<file path="config.mk">
export PLATFORM = sky130hd
export DESIGN_NAME = vga_pattern_gen
export DESIGN_NICKNAME = d
export VERILOG_FILES = /design/src/rtl/vga_pattern_gen.sv
export SDC_FILE = /design/constraint.sdc
export NUM_CORES = 1
export LEC_CHECK = 0
export CAP_MARGIN = 10
export CORE_ASPECT_RATIO = 1.4
export CORE_MARGIN = 5
export CORE_UTILIZATION = 52
export DETAILED_ROUTE_END_ITERATION = 10
export MAX_ROUTING_LAYER = met4
export PLACE_DENSITY = 0.77
export SYNTH_ARGS = -nofsm -noshare
export SYNTH_HDL_FRONTEND = slang
export SYNTH_SLANG_ARGS = --single-unit
</file>
<file path="constraint.sdc">
create_clock -name clk_i -period 2.51 [get_ports clk_i]
set_input_delay 0.753 -clock clk_i [delete_from_list [all_inputs] [get_ports clk_i]]
set_output_delay 0.753 -clock clk_i [all_outputs]
set_load 0.005 [all_outputs]
</file>
<file path="src/rtl/vga_pattern_gen.sv">
// vga_pattern_gen
//   Test-pattern stage that sits behind the sync/row-column counter stage.
//   Turns col/row counts into 3-bit-per-channel RGB and delays the syncs so
//   they stay aligned with the pixels (2-cycle latency on every output).
//   The selected pattern is latched only on a Vsync rising edge, so frames are
//   never torn. A bouncing square moves STEP pixels per frame on each axis.
//
// Ports
//   clk_i          pixel clock
//   rst_n_i        asynchronous active-low reset
//   Hsync_i        horizontal sync from counter stage
//   Vsync_i        vertical sync from counter stage
//   col_count_i    current column
//   row_count_i    current row
//   pattern_sel_i  requested pattern, sampled at frame start
//   Hsync_o        Hsync_i delayed 2 cycles
//   Vsync_o        Vsync_i delayed 2 cycles
//   red_o          red level
//   grn_o          green level
//   blu_o          blue level
module vga_pattern_gen #(
  parameter int ACTIVE_COLS = 640,
  parameter int ACTIVE_ROWS = 480,
  parameter int SQ_SIZE     = 32,
  parameter int STEP        = 2
) (
  input  logic       clk_i,
  input  logic       rst_n_i,
  input  logic       Hsync_i,
  input  logic       Vsync_i,
  input  logic [9:0] col_count_i,
  input  logic [9:0] row_count_i,
  input  logic [2:0] pattern_sel_i,
  output logic       Hsync_o,
  output logic       Vsync_o,
  output logic [2:0] red_o,
  output logic [2:0] grn_o,
  output logic [2:0] blu_o
);

  localparam logic [9:0]  COLS   = 10'(ACTIVE_COLS);
  localparam logic [9:0]  ROWS   = 10'(ACTIVE_ROWS);
  localparam logic [9:0]  BAR_W  = 10'(ACTIVE_COLS / 8);
  localparam logic [10:0] X_MAX  = 11'(ACTIVE_COLS - SQ_SIZE);
  localparam logic [10:0] Y_MAX  = 11'(ACTIVE_ROWS - SQ_SIZE);
  localparam logic [10:0] STEP_W = 11'(STEP);
  localparam logic [10:0] SQ_W   = 11'(SQ_SIZE);

  logic        vsync_d;
  logic        frame_start;
  logic [2:0]  pattern_q;
  logic [10:0] sq_x, sq_y;
  logic        dir_x_neg, dir_y_neg;
  logic [10:0] sq_x_nxt, sq_y_nxt;
  logic        dir_x_neg_nxt, dir_y_neg_nxt;

  logic        hs1, vs1, act1;
  logic [9:0]  col1, row1;

  logic [2:0]  pix_r, pix_g, pix_b;
  logic [2:0]  bar;
  logic [10:0] col1_w, row1_w;
  logic        in_sq;

  assign frame_start = Vsync_i & ~vsync_d;

  // Next square position; 11-bit math keeps sq+STEP from wrapping.
  always_comb begin
    sq_x_nxt      = sq_x;
    dir_x_neg_nxt = dir_x_neg;
    if (!dir_x_neg) begin
      if (sq_x + STEP_W >= X_MAX) begin
        sq_x_nxt      = X_MAX;
        dir_x_neg_nxt = 1'b1;
      end else begin
        sq_x_nxt = sq_x + STEP_W;
      end
    end else if (sq_x <= STEP_W) begin
      sq_x_nxt      = '0;
      dir_x_neg_nxt = 1'b0;
    end else begin
      sq_x_nxt = sq_x - STEP_W;
    end

    sq_y_nxt      = sq_y;
    dir_y_neg_nxt = dir_y_neg;
    if (!dir_y_neg) begin
      if (sq_y + STEP_W >= Y_MAX) begin
        sq_y_nxt      = Y_MAX;
        dir_y_neg_nxt = 1'b1;
      end else begin
        sq_y_nxt = sq_y + STEP_W;
      end
    end else if (sq_y <= STEP_W) begin
      sq_y_nxt      = '0;
      dir_y_neg_nxt = 1'b0;
    end else begin
      sq_y_nxt = sq_y - STEP_W;
    end
  end

  // Frame-level state: pattern latch and square motion.
  always_ff @(posedge clk_i or negedge rst_n_i) begin
    if (!rst_n_i) begin
      vsync_d   <= 1'b0;
      pattern_q <= '0;
      sq_x      <= '0;
      sq_y      <= '0;
      dir_x_neg <= 1'b0;
      dir_y_neg <= 1'b0;
    end else begin
      vsync_d <= Vsync_i;
      if (frame_start) begin
        pattern_q <= pattern_sel_i;
        sq_x      <= sq_x_nxt;
        sq_y      <= sq_y_nxt;
        dir_x_neg <= dir_x_neg_nxt;
        dir_y_neg <= dir_y_neg_nxt;
      end
    end
  end

  // Stage 1: syncs, counts and active flag.
  always_ff @(posedge clk_i or negedge rst_n_i) begin
    if (!rst_n_i) begin
      hs1  <= 1'b0;
      vs1  <= 1'b0;
      act1 <= 1'b0;
      col1 <= '0;
      row1 <= '0;
    end else begin
      hs1  <= Hsync_i;
      vs1  <= Vsync_i;
      act1 <= (col_count_i < COLS) && (row_count_i < ROWS);
      col1 <= col_count_i;
      row1 <= row_count_i;
    end
  end

  assign col1_w = {1'b0, col1};
  assign row1_w = {1'b0, row1};
  assign bar    = 3'(col1 / BAR_W);
  assign in_sq  = (col1_w >= sq_x) && (col1_w < sq_x + SQ_W) &&
                  (row1_w >= sq_y) && (row1_w < sq_y + SQ_W);

  always_comb begin
    pix_r = '0;
    pix_g = '0;
    pix_b = '0;
    if (act1) begin
      case (pattern_q)
        3'd1: pix_r = 3'd7;
        3'd2: begin
          pix_r = 3'd7;
          pix_g = 3'd7;
          pix_b = 3'd7;
        end
        3'd3: begin
          if (col1[5] ^ row1[5]) begin
            pix_r = 3'd7;
            pix_g = 3'd7;
            pix_b = 3'd7;
          end
        end
        3'd4: begin
          pix_r = {3{bar[2]}};
          pix_g = {3{bar[1]}};
          pix_b = {3{bar[0]}};
        end
        3'd5: begin
          pix_b = 3'd7;
          if (in_sq) begin
            pix_r = 3'd7;
            pix_g = 3'd7;
          end
        end
        default: ;
      endcase
    end
  end

  // Stage 2: pattern result and delayed syncs.
  always_ff @(posedge clk_i or negedge rst_n_i) begin
    if (!rst_n_i) begin
      Hsync_o <= 1'b0;
      Vsync_o <= 1'b0;
      red_o   <= '0;
      grn_o   <= '0;
      blu_o   <= '0;
    end else begin
      Hsync_o <= hs1;
      Vsync_o <= vs1;
      red_o   <= pix_r;
      grn_o   <= pix_g;
      blu_o   <= pix_b;
    end
  end

endmodule
</file>
==> impl_results.md <==
- Overall power: 3070 uW
- Achievable Freq: 0.420 GHz
- Relative slew slack: 0.548
- Hpwl dp: 7230 um
- Die Y: 112 um
- Initial antenna violation count: 0
- Critical Path Start Type: flop
- Register area share after synthesis: 0.339
- RePlAce Congestion: 0.981
- Core outline area: 7270 um^2
- Skew-Pair Late Insertion Delay: 320 ps
- Slowest stage delay, CP: 460 ps
- Share of layout cells above drive strength 1: 0.0994
- Antenna Cells: 0
- Net Count, Synth: 513
- Final wirelength: 9610 um
- PortBufs: 36
- Hold_buf cts: 0
- Place WS: 17.8 ps
- CTS root buf: clkbuf_8
- Outcome: completed
- Top-area cell type share of the netlist area: 0.339
- Final Setup Violations: 0
- CP Data Required Time: 2760 ps
- Top_reg_cell synth: dfrtp_1
- Critical path class: reg -> reg
- First-pass GRT wire length: 16100 um
- CP max-delay cell: a2111o_1
- Full die area: 9220 um^2
- Row count: 37
- Final period util: 0.949
- Synth unique cells: 62
- CTS clk-pin slew, worst paths: 110 ps
- Starting Density: 0.528
- Via total after detailed routing: 3556
- Dominant cells by area after synthesis: dfrtp_1 34%, ha_1 13%, o21ai_0 5.0%, nand2_1 3.7%, xnor2_1 3.2%
- Peak VDD IR: 616 uV
- Clock sink count: 52
- P_leak: 0.00191 uW
- Gate Count Post-Synth: 447
- Power per cell area: 688 nW/um^2
- Worst hold path type: reg -> reg
- Max cap viols: 0
- EDFF count, synth: 0
- H-tree levels: 2
- Max FO, Critical Path: 4
- Synth Cell Area: 3840 um^2
- Yosys reg bits: 52
- CTS tree: done
- Critical Path AT: 2630 ps
- Synth warn: 0
- Synth cell count leaders: 52 x dfrtp_1, 39 x ha_1, 38 x nand2_1, 38 x o21ai_0, 31 x inv_1
- Tmin final: 2380 ps
- Critical Path Sink Type: flop
- Wirelength per Cell: 16.6 um
- RSZ-0062 raised after global routing: yes
- Number of top-level pins: 38
- Starting DRT DRC Count: 318
- Worst-margin pin slew: 678 ps
- Synthesized area per cell: 8.59 um^2
- Max clock buf depth: 2
- Hold Fails Final Rpt: 0
- Clock buffers created by TritonCTS: 5
- Antenna Nets Post-Route: 0
- Vias per inst: 6.13
- Post-synth top area cell: dfrtp_1
- DRC Markers: 0
- Nets: 548
- Largest net degree at the start of global routing: 53
- Global route overflow: 0
- Drt pass-1 iters: 5
- Ys async rst share: 1.00
- DIE WIDTH: 82.6 um
- Layout area overhead: 16.4%
- Crit path cell chain: ha_2 > nand3_1 > xnor2_1 > ha_1 > a2111oi_2 > a21oi_1 > a2111o_1 > a21boi_1
- Setup ws final: 128 ps
- Setup clock skew after layout: 12.4 ps
- Total track usage: 0.228
- Max Slew Vio Count: 0
- Number of global-route vias before repair: 3479
- Top-count cell post-synth: dfrtp_1
==> what timing repair did <==
item	4_1_cts	5_1_grt
pin swaps	0	4
setup buffers	0	1
gates cloned	0	0
resized for setup	1	6
setup endpoints to repair	1	3
==> power by group <==
group | switching (uW) | internal (uW) | leakage (uW)
Sequential | 156 | 953 | 0.000629
Clock | 308 | 205 | 0.0000463
Combinational | 791 | 660 | 0.00123
Total | 1250 | 1820 | 0.00191
==> worst max-delay path, delay by kind of cell (launching register included) <==
family / cells / cell delay, ps
xor+xnor: 1 / 150
flops: 1 / 420
compound gates: 4 / 1090
fa+ha+maj: 2 / 530
simple gates: 1 / 120
==> area by class of cell <==
cell class	instances	area (um^2)
timing repair buffer	61	556
clock inverter	3	27.5
tap	97	121
multi-input combinational	331	2280
sequential	52	1300
fill	653	2800
inverter	31	116
clock buffer	5	68.8
==> cells by family after synthesis <==
| group | after synthesis | share of synthesized area |
|---|---|---|
| and+or+nand+nor | 149 | 0.201 |
| DFF | 52 | 0.339 |
| adders and majority gates | 40 | 0.130 |
| xor gates and xnor gates | 15 | 0.0342 |
| buffers and inverters | 64 | 0.0727 |
| AOI/OAI and AO/OA | 127 | 0.224 |
==> final timing paths <==
path / cells past startpoint / slack [ps] / start / end
max in group asynchronous: 2 / 1500 / rst_n_i / sq_x[1]
worst min register to register: 0 / 360 / hs1 / Hsync_o
worst min-delay path: 0 / 360 / hs1 / Hsync_o
min in group asynchronous: 2 / 550 / rst_n_i / Vsync_o
worst max register to register: 8 / 130 / sq_x[5] / grn_o[1]
worst max-delay path: 8 / 130 / sq_x[5] / grn_o[1]
==> state kept, by name, indices dropped and copies added (netlist names), 3 cells and up <==
name	count
row1	9
pattern_q	3
sq_y	10
col1	10
sq_x	10
==> per-stage QoR <==
stage	utilization	hold WS (ps)	TNS (ps)	std cells	cell area, um^2
CTS	0.612	369	0	579	4450
finish	0.615	363	0	580	4470
detailed placement	0.598	344	0	571	4350
floorplan	-	331	0	447	3840
global placement	0.598	333	0	571	4350
global route	0.615	383	-4.37	580	4470
==> cells in the final DEF (no fill, tap or decap), types with 3 or more instances in the layout <==
cell and count:
nor2b_1 7, o22ai_1 3, a221oi_1 4, o31ai_1 4, ha_1 38, buf_4 24, and4_1 3, a211oi_1 5
xnor2_1 14, nand4_1 9, and3_1 6, nor3_1 15, o21ai_0 38, a22oi_1 4, a21oi_1 17, or2_2 3
nor2_1 23, nor4_1 5, o311ai_0 3, a21o_1 4, inv_1 31, clkbuf_8 5, nand2_1 38, nand2b_1 6
dfrtp_1 51, nand3_1 20, o211ai_1 3, a211o_1 3, o21a_1 3, clkdlybuf4s50_1 35, a31oi_1 10
==> per-layer routing <==
metal,part of all wire,GRT usage
met1,0.38,0.257
met2,0.55,0.398
met3,0.044,0.0299
met4,0.030,0.0894
met5,0,-
Note: power is estimated with default switching activity, not from simulation.
